`src/rtl/multicycle_control_fsm_if.sv`:
```
// multicycle_control_fsm_if: control/datapath bundle for the multicycle control sequencer.
// master: sequencer side. It takes op, Zero and mem_ready, and drives the strobes, mux selects,
//         illegal and instret.
// slave : datapath side, with the opposite directions.
interface multicycle_control_fsm_if #(
    parameter int CNT_W = 32
) ();
    logic [6:0]       op;
    logic             Zero;
    logic             mem_ready;
    logic             mem_req;
    logic             PCWrite;
    logic             AdrSrc;
    logic             MemWrite;
    logic             IRWrite;
    logic             RegWrite;
    logic [1:0]       ResultSrc;
    logic [1:0]       ALUSrcA;
    logic [1:0]       ALUSrcB;
    logic [1:0]       ALUOp;
    logic [1:0]       ImmSrc;
    logic             illegal;
    logic [CNT_W-1:0] instret;
    modport master (
        input  op, Zero, mem_ready,
        output mem_req, PCWrite, AdrSrc, MemWrite, IRWrite, RegWrite,
               ResultSrc, ALUSrcA, ALUSrcB, ALUOp, ImmSrc, illegal, instret
    );
    modport slave (
        output op, Zero, mem_ready,
        input  mem_req, PCWrite, AdrSrc, MemWrite, IRWrite, RegWrite,
               ResultSrc, ALUSrcA, ALUSrcB, ALUOp, ImmSrc, illegal, instret
    );
endinterface

```
`src/rtl/multicycle_control_fsm.sv`:
```
// multicycle_control_fsm: Moore sequencer that steps RV32I instructions through the multicycle datapath.
// Ports:
//   clk    rising-edge clock.
//   rst_n  synchronous, active-low reset.
//   bus    master modport. Inputs are op, Zero and mem_ready. Outputs are the strobes, the mux
//          selects, ImmSrc, the sticky illegal flag and the instret counter.
// Define MC_FSM_JAL_EN to decode jal (op 1101111). Without it, jal traps.
module multicycle_control_fsm #(
    parameter int CNT_W = 32
) (
    input logic clk,
    input logic rst_n,
    multicycle_control_fsm_if.master bus
);
    typedef enum logic [3:0] {
        FETCH    = 4'd0,
        DECODE   = 4'd1,
        MEMADR   = 4'd2,
        MEMREAD  = 4'd3,
        MEMWB    = 4'd4,
        MEMWRITE = 4'd5,
        EXECUTER = 4'd6,
        EXECUTEI = 4'd7,
        ALUWB    = 4'd8,
        BEQ      = 4'd9,
`ifdef MC_FSM_JAL_EN
        JAL      = 4'd10,
`endif
        TRAP     = 4'd11
    } stateT;

    stateT            state, nextState, decodeNext;
    logic             illegalQ;
    logic [CNT_W-1:0] instretQ;
    logic             memReq, pcWrite, adrSrc, memWrite, irWrite, regWrite, retire;
    logic [1:0]       resultSrc, aluSrcA, aluSrcB, aluOp, immSrc;

    always_comb begin
        decodeNext = TRAP;
        immSrc     = 2'b00;
        case (bus.op)
            7'b0000011: decodeNext = MEMADR;
            7'b0100011: begin
                decodeNext = MEMADR;
                immSrc     = 2'b01;
            end
            7'b0110011: decodeNext = EXECUTER;
            7'b0010011: decodeNext = EXECUTEI;
            7'b1100011: begin
                decodeNext = BEQ;
                immSrc     = 2'b10;
            end
`ifdef MC_FSM_JAL_EN
            7'b1101111: begin
                decodeNext = JAL;
                immSrc     = 2'b11;
            end
`endif
            default: decodeNext = TRAP;
        endcase
    end

    always_comb begin
        nextState = state;
        memReq    = 1'b0;
        pcWrite   = 1'b0;
        adrSrc    = 1'b0;
        memWrite  = 1'b0;
        irWrite   = 1'b0;
        regWrite  = 1'b0;
        resultSrc = 2'b00;
        aluSrcA   = 2'b00;
        aluSrcB   = 2'b00;
        aluOp     = 2'b00;
        case (state)
            FETCH: begin
                memReq    = 1'b1;
                aluSrcB   = 2'b10;
                resultSrc = 2'b10;
                irWrite   = bus.mem_ready;
                pcWrite   = bus.mem_ready;
                nextState = bus.mem_ready ? DECODE : FETCH;
            end
            DECODE: begin
                aluSrcA   = 2'b01;
                aluSrcB   = 2'b01;
                nextState = decodeNext;
            end
            MEMADR: begin
                aluSrcA   = 2'b10;
                aluSrcB   = 2'b01;
                nextState = (bus.op == 7'b0000011) ? MEMREAD : MEMWRITE;
            end
            MEMREAD: begin
                memReq    = 1'b1;
                adrSrc    = 1'b1;
                nextState = bus.mem_ready ? MEMWB : MEMREAD;
            end
            MEMWB: begin
                resultSrc = 2'b01;
                regWrite  = 1'b1;
                nextState = FETCH;
            end
            MEMWRITE: begin
                memReq    = 1'b1;
                adrSrc    = 1'b1;
                memWrite  = bus.mem_ready;
                nextState = bus.mem_ready ? FETCH : MEMWRITE;
            end
            EXECUTER: begin
                aluSrcA   = 2'b10;
                aluOp     = 2'b10;
                nextState = ALUWB;
            end
            EXECUTEI: begin
                aluSrcA   = 2'b10;
                aluSrcB   = 2'b01;
                aluOp     = 2'b10;
                nextState = ALUWB;
            end
            ALUWB: begin
                regWrite  = 1'b1;
                nextState = FETCH;
            end
            BEQ: begin
                aluSrcA   = 2'b10;
                aluOp     = 2'b01;
                pcWrite   = bus.Zero;
                nextState = FETCH;
            end
`ifdef MC_FSM_JAL_EN
            JAL: begin
                aluSrcA   = 2'b01;
                aluSrcB   = 2'b10;
                pcWrite   = 1'b1;
                nextState = ALUWB;
            end
`endif
            TRAP:    nextState = TRAP;
            default: nextState = TRAP;
        endcase
        // While in reset, all strobes are held low and the selects show their FETCH values.
        if (!rst_n) begin
            nextState = FETCH;
            memReq    = 1'b0;
            pcWrite   = 1'b0;
            adrSrc    = 1'b0;
            memWrite  = 1'b0;
            irWrite   = 1'b0;
            regWrite  = 1'b0;
            resultSrc = 2'b10;
            aluSrcA   = 2'b00;
            aluSrcB   = 2'b10;
            aluOp     = 2'b00;
        end
    end

    // An instruction retires when it returns to FETCH from a terminal state.
    // A jal passes through ALUWB, so it is counted once.
    assign retire = (nextState == FETCH) && (state inside {MEMWB, MEMWRITE, ALUWB, BEQ});

    always_ff @(posedge clk) begin
        if (!rst_n) begin
            state    <= FETCH;
            illegalQ <= 1'b0;
            instretQ <= '0;
        end else begin
            state    <= nextState;
            illegalQ <= illegalQ | (nextState == TRAP);
            if (retire) instretQ <= instretQ + CNT_W'(1);
        end
    end

    assign bus.mem_req   = memReq;
    assign bus.PCWrite   = pcWrite;
    assign bus.AdrSrc    = adrSrc;
    assign bus.MemWrite  = memWrite;
    assign bus.IRWrite   = irWrite;
    assign bus.RegWrite  = regWrite;
    assign bus.ResultSrc = resultSrc;
    assign bus.ALUSrcA   = aluSrcA;
    assign bus.ALUSrcB   = aluSrcB;
    assign bus.ALUOp     = aluOp;
    assign bus.ImmSrc    = immSrc;
    assign bus.illegal   = illegalQ;
    assign bus.instret   = instretQ;
endmodule

```
`src/flat_wrapper.sv`:
```
// flat-port wrapper written by rule: the top's interface ports become plain ports
module multicycle_control_fsm_flat 
#(
    parameter int CNT_W = 32
)
  (clk, rst_n, bus_op, bus_Zero, bus_mem_ready, bus_mem_req, bus_PCWrite, bus_AdrSrc, bus_MemWrite, bus_IRWrite, bus_RegWrite, bus_ResultSrc, bus_ALUSrcA, bus_ALUSrcB, bus_ALUOp, bus_ImmSrc, bus_illegal, bus_instret);
  multicycle_control_fsm_if #(.CNT_W(CNT_W)) bus_i ();
  input logic clk;
  input logic rst_n;
  input wire logic [$bits(bus_i.op)-1:0] bus_op;
  input wire logic [$bits(bus_i.Zero)-1:0] bus_Zero;
  input wire logic [$bits(bus_i.mem_ready)-1:0] bus_mem_ready;
  output wire logic [$bits(bus_i.mem_req)-1:0] bus_mem_req;
  output wire logic [$bits(bus_i.PCWrite)-1:0] bus_PCWrite;
  output wire logic [$bits(bus_i.AdrSrc)-1:0] bus_AdrSrc;
  output wire logic [$bits(bus_i.MemWrite)-1:0] bus_MemWrite;
  output wire logic [$bits(bus_i.IRWrite)-1:0] bus_IRWrite;
  output wire logic [$bits(bus_i.RegWrite)-1:0] bus_RegWrite;
  output wire logic [$bits(bus_i.ResultSrc)-1:0] bus_ResultSrc;
  output wire logic [$bits(bus_i.ALUSrcA)-1:0] bus_ALUSrcA;
  output wire logic [$bits(bus_i.ALUSrcB)-1:0] bus_ALUSrcB;
  output wire logic [$bits(bus_i.ALUOp)-1:0] bus_ALUOp;
  output wire logic [$bits(bus_i.ImmSrc)-1:0] bus_ImmSrc;
  output wire logic [$bits(bus_i.illegal)-1:0] bus_illegal;
  output wire logic [$bits(bus_i.instret)-1:0] bus_instret;
  assign bus_i.op = bus_op;
  assign bus_i.Zero = bus_Zero;
  assign bus_i.mem_ready = bus_mem_ready;
  assign bus_mem_req = bus_i.mem_req;
  assign bus_PCWrite = bus_i.PCWrite;
  assign bus_AdrSrc = bus_i.AdrSrc;
  assign bus_MemWrite = bus_i.MemWrite;
  assign bus_IRWrite = bus_i.IRWrite;
  assign bus_RegWrite = bus_i.RegWrite;
  assign bus_ResultSrc = bus_i.ResultSrc;
  assign bus_ALUSrcA = bus_i.ALUSrcA;
  assign bus_ALUSrcB = bus_i.ALUSrcB;
  assign bus_ALUOp = bus_i.ALUOp;
  assign bus_ImmSrc = bus_i.ImmSrc;
  assign bus_illegal = bus_i.illegal;
  assign bus_instret = bus_i.instret;
  multicycle_control_fsm #(.CNT_W(CNT_W)) u_core (.clk(clk), .rst_n(rst_n), .bus(bus_i));
endmodule
```
`config.mk`:
```
export PLATFORM = sky130hd
export DESIGN_NAME = multicycle_control_fsm_flat
export DESIGN_NICKNAME = d
export VERILOG_FILES = /design/src/rtl/multicycle_control_fsm_if.sv /design/src/rtl/multicycle_control_fsm.sv /design/src/flat_wrapper.sv
export SDC_FILE = /design/constraint.sdc
export NUM_CORES = 1
export LEC_CHECK = 0
export BUFFER_PORTS_ARGS = -buffer_cell sky130_fd_sc_hd__buf_2
export CORE_ASPECT_RATIO = 1.25
export CORE_MARGIN = 2
export CORE_UTILIZATION = 45
export DETAILED_ROUTE_END_ITERATION = 12
export GPL_TIMING_DRIVEN = 0
export PLACE_DENSITY_LB_ADDON = 0.12
export REMOVE_ABC_BUFFERS = 1
export SYNTH_ARGS = -nofsm -noshare
export SYNTH_HDL_FRONTEND = slang
export SYNTH_SLANG_ARGS = --single-unit
export TNS_END_PERCENT = 10
```
`constraint.sdc`:
```
create_clock -name clk -period 4.2 [get_ports clk]
set_clock_uncertainty 0.1 [all_clocks]
set_input_delay 0 -clock clk [delete_from_list [all_inputs] [get_ports clk]]
set_output_delay 0 -clock clk [all_outputs]
set_load 0.01 [all_outputs]
```
==> results.sh <==
export IMPL_die_h_um=79.6
export IMPL_ys_flop_type="dfxtp_1"
export IMPL_cts_buffers=5
export IMPL_cts_htree_levels=2
export IMPL_vias=2004
export IMPL_nets=320
export IMPL_path_class="flip-flop to flip-flop"
export IMPL_viasPerCell=5.49
export IMPL_rsz0062_at_grt="no"
export IMPL_cp_end_kind="flip-flop"
export IMPL_ff2ff_setup_slack_ns=1.46
export IMPL_hold_viol=0
export IMPL_grt_ovfl_total=0
export IMPL_finalSetupViolations=0
export IMPL_ys_top_cells_by_area="dfxtp_1 (36%), xor2_1 (7.7%), nor2_1 (7.1%)"
export IMPL_drt_iter0_drc=85
export IMPL_period_share_pct=65.3
export IMPL_drtAntennaViolNets=0
export IMPL_cts_resized_gates=0
export IMPL_grt_max_degree=34
export IMPL_final_common_cell="buf_2"
export IMPL_stdcell_count=365
export IMPL_synthArstFlopShare_pct=0
export IMPL_ys_seq_area_share_pct=36.0
export IMPL_vdd_drop_max_mv=0.297
export IMPL_synth_top_area_cell="dfxtp_1"
export IMPL_startpoint_type="flip-flop"
export IMPL_clkSlewWorstSetupHoldPaths_ns=0.07
export IMPL_dp_hpwl_um=3240
export IMPL_wl_um=4680
export IMPL_ys_ff_latch=37
export IMPL_core_um2=4390
export IMPL_syn_inst=256
export IMPL_yosysTopAreaCellShare_pct=36.0
export IMPL_fillCellCount=472
export IMPL_syn_area_um2=2060
export IMPL_dieArea_um2=5130
export IMPL_setup_tns_ns=0
export IMPL_track_usage_pct=18.5
export IMPL_status="completed"
export IMPL_critical_path_arrival_ns=2.84
export IMPL_cts_path_max_buffers=2
export IMPL_period_needed_ns=2.74
export IMPL_dr_pass1_iters=4
export IMPL_clk_latency_ns=0.29
export IMPL_ios=60
export IMPL_cts_sinks=37
export IMPL_cap_violations=0
export IMPL_post_cts_setup_buffers=0
export IMPL_clock_root_buffer="clkbuf_8"
export IMPL_rows=27
export IMPL_start_util_pct=46.9
export IMPL_whs_ns=0.0171
export IMPL_yosysUniqueCellTypes=42
export IMPL_avgSynthCellArea_um2=8.04
export IMPL_synth_edf_count=0
export IMPL_cellPowerDensity_nw_per_um2=403
export IMPL_final_cell_mix="buf_2 (59), nor2_1 (39), dfxtp_1 (37)"
export IMPL_finalPower_uw=987
export IMPL_slew_violations=0
export IMPL_cts_tree="yes"
export IMPL_relSlewSlack_pct=31.9
export IMPL_path_max_fanout=16
export IMPL_die_w_um=64.5
export IMPL_diodes=0
export IMPL_ys_warn_count=0
export IMPL_wl_per_cell_um=12.8
export IMPL_drive_gt1_share_pct=23.8
export IMPL_io_buffers=59
export IMPL_area_growth_pct=19.0
export IMPL_fmax_ghz=0.365
export IMPL_cp_data_required_time_ns=4.30
export IMPL_antenna_found_initial=0
export IMPL_hp_class="input port to flip-flop"
export IMPL_p_leak_nw=1.09
export IMPL_grt_pass1_vias=1708
export IMPL_postCtsHoldBufs=1
export IMPL_tightest_slew_ns=1.02
export IMPL_place_congestion=0.754
export IMPL_dp_cells=358
export IMPL_remaining_drc_errors=0
export IMPL_grt_pass1_wl_um=7690
## per-stage QoR
| stage | util (%) | area [µm²] | setup WS (ns) |
|---|---|---|---|
| final | 55.8 | 2450 | 1.46 |
| after global routing | 55.8 | 2450 | 1.26 |
| after CTS | 55.6 | 2440 | 1.15 |
| after detailed placement | 53.6 | 2360 | 1.18 |
| after global placement | 53.6 | 2360 | 1.25 |
| after floorplan | - | 1990 | 1.83 |
## kinds of logic (layout without fill, tap and decap cells)
group	count (synthesis)	in the layout	share of synthesized area (%)
flip-flops	37	37	36.0
AND/OR/NAND/NOR	137	137	36.8
adder cells (fa/ha/maj)	1	1	0.608
multiplexers	6	6	2.98
buffers and inverters	20	71	4.32
XOR/XNOR	23	23	9.79
AO/OA/AOI/OAI	32	32	9.54
## state kept, by name, summed over array words and instances (netlist names)
| name | count |
|---|---|
| u_core.bus.illegal | 1 |
| u_core.bus.instret | 32 |
| u_core.state | 4 |
## worst max-delay path: stages (launching register included)
cell and delay, ns:
dfxtp_1 0.64, xnor2_1 0.29, nor4b_4 0.70, nand2_2 0.22, or4_1 0.55, a21oi_1 0.15
## cells in the mapped netlist (4+ instances only)
library cell  count
a21oi_1          12
and2_1            4
and3_1            7
and4_1            5
clkbuf_1         10
dfxtp_1          37
inv_1             5
mux2i_1           5
nand2_1          21
nand2b_1          8
nand3_1          14
nand4_1          13
nor2_1           39
nor3_1            5
o21ai_0           5
o31ai_1           5
or4_1             5
xnor2_1           5
xor2_1           18
## path summary, 6_finish.rpt
| kind | startpoint | endpoint | depth (start not counted) |
|---|---|---|---|
| min reg2reg | u_core.bus.instret[31]$_SDFFE_PN0P_ | u_core.bus.instret[31]$_SDFFE_PN0P_ | 2 |
| max reg2reg | u_core.state[2]$_SDFF_PN0_ | u_core.bus.instret[26]$_SDFFE_PN0P_ | 5 |
| max | u_core.state[2]$_SDFF_PN0_ | u_core.bus.instret[26]$_SDFFE_PN0P_ | 5 |
| min | rst_n | u_core.bus.instret[23]$_SDFFE_PN0P_ | 3 |
## where the power goes
part	switching, mW	leakage [nW]	internal (mW)	total, mW
Sequential	0.0756	0.299	0.376	0.452
Clock	0.119	0.0399	0.109	0.229
Combinational	0.169	0.755	0.137	0.307
## layer usage
layer / part of all wire [%] / up-vias / routed length, µm / track usage (%)
met5: 0 / - / 0 / 0
met1: 43 / 945 / 2040 / 22.7
met2: 50 / 51 / 2340 / 31.8
met3: 5.4 / 4 / 255 / 4.65
met4: 1.1 / 0 / 52 / 5.74
li1: - / 1004 / - / -
## area by class of cell
type / count / area (µm²) / area share, %
Multi-Input combinational cell: 199 / 1240 / 50.5
Sequential cell: 37 / 741 / 30.3
Timing Repair Buffer: 60 / 305 / 12.5
Tap cell: 58 / 72.6 / 2.96
Clock buffer: 5 / 68.8 / 2.81
Inverter: 5 / 18.8 / 0.766
Clock inverter: 1 / 5.00 / 0.204
(Power assumes the default switching activity.)
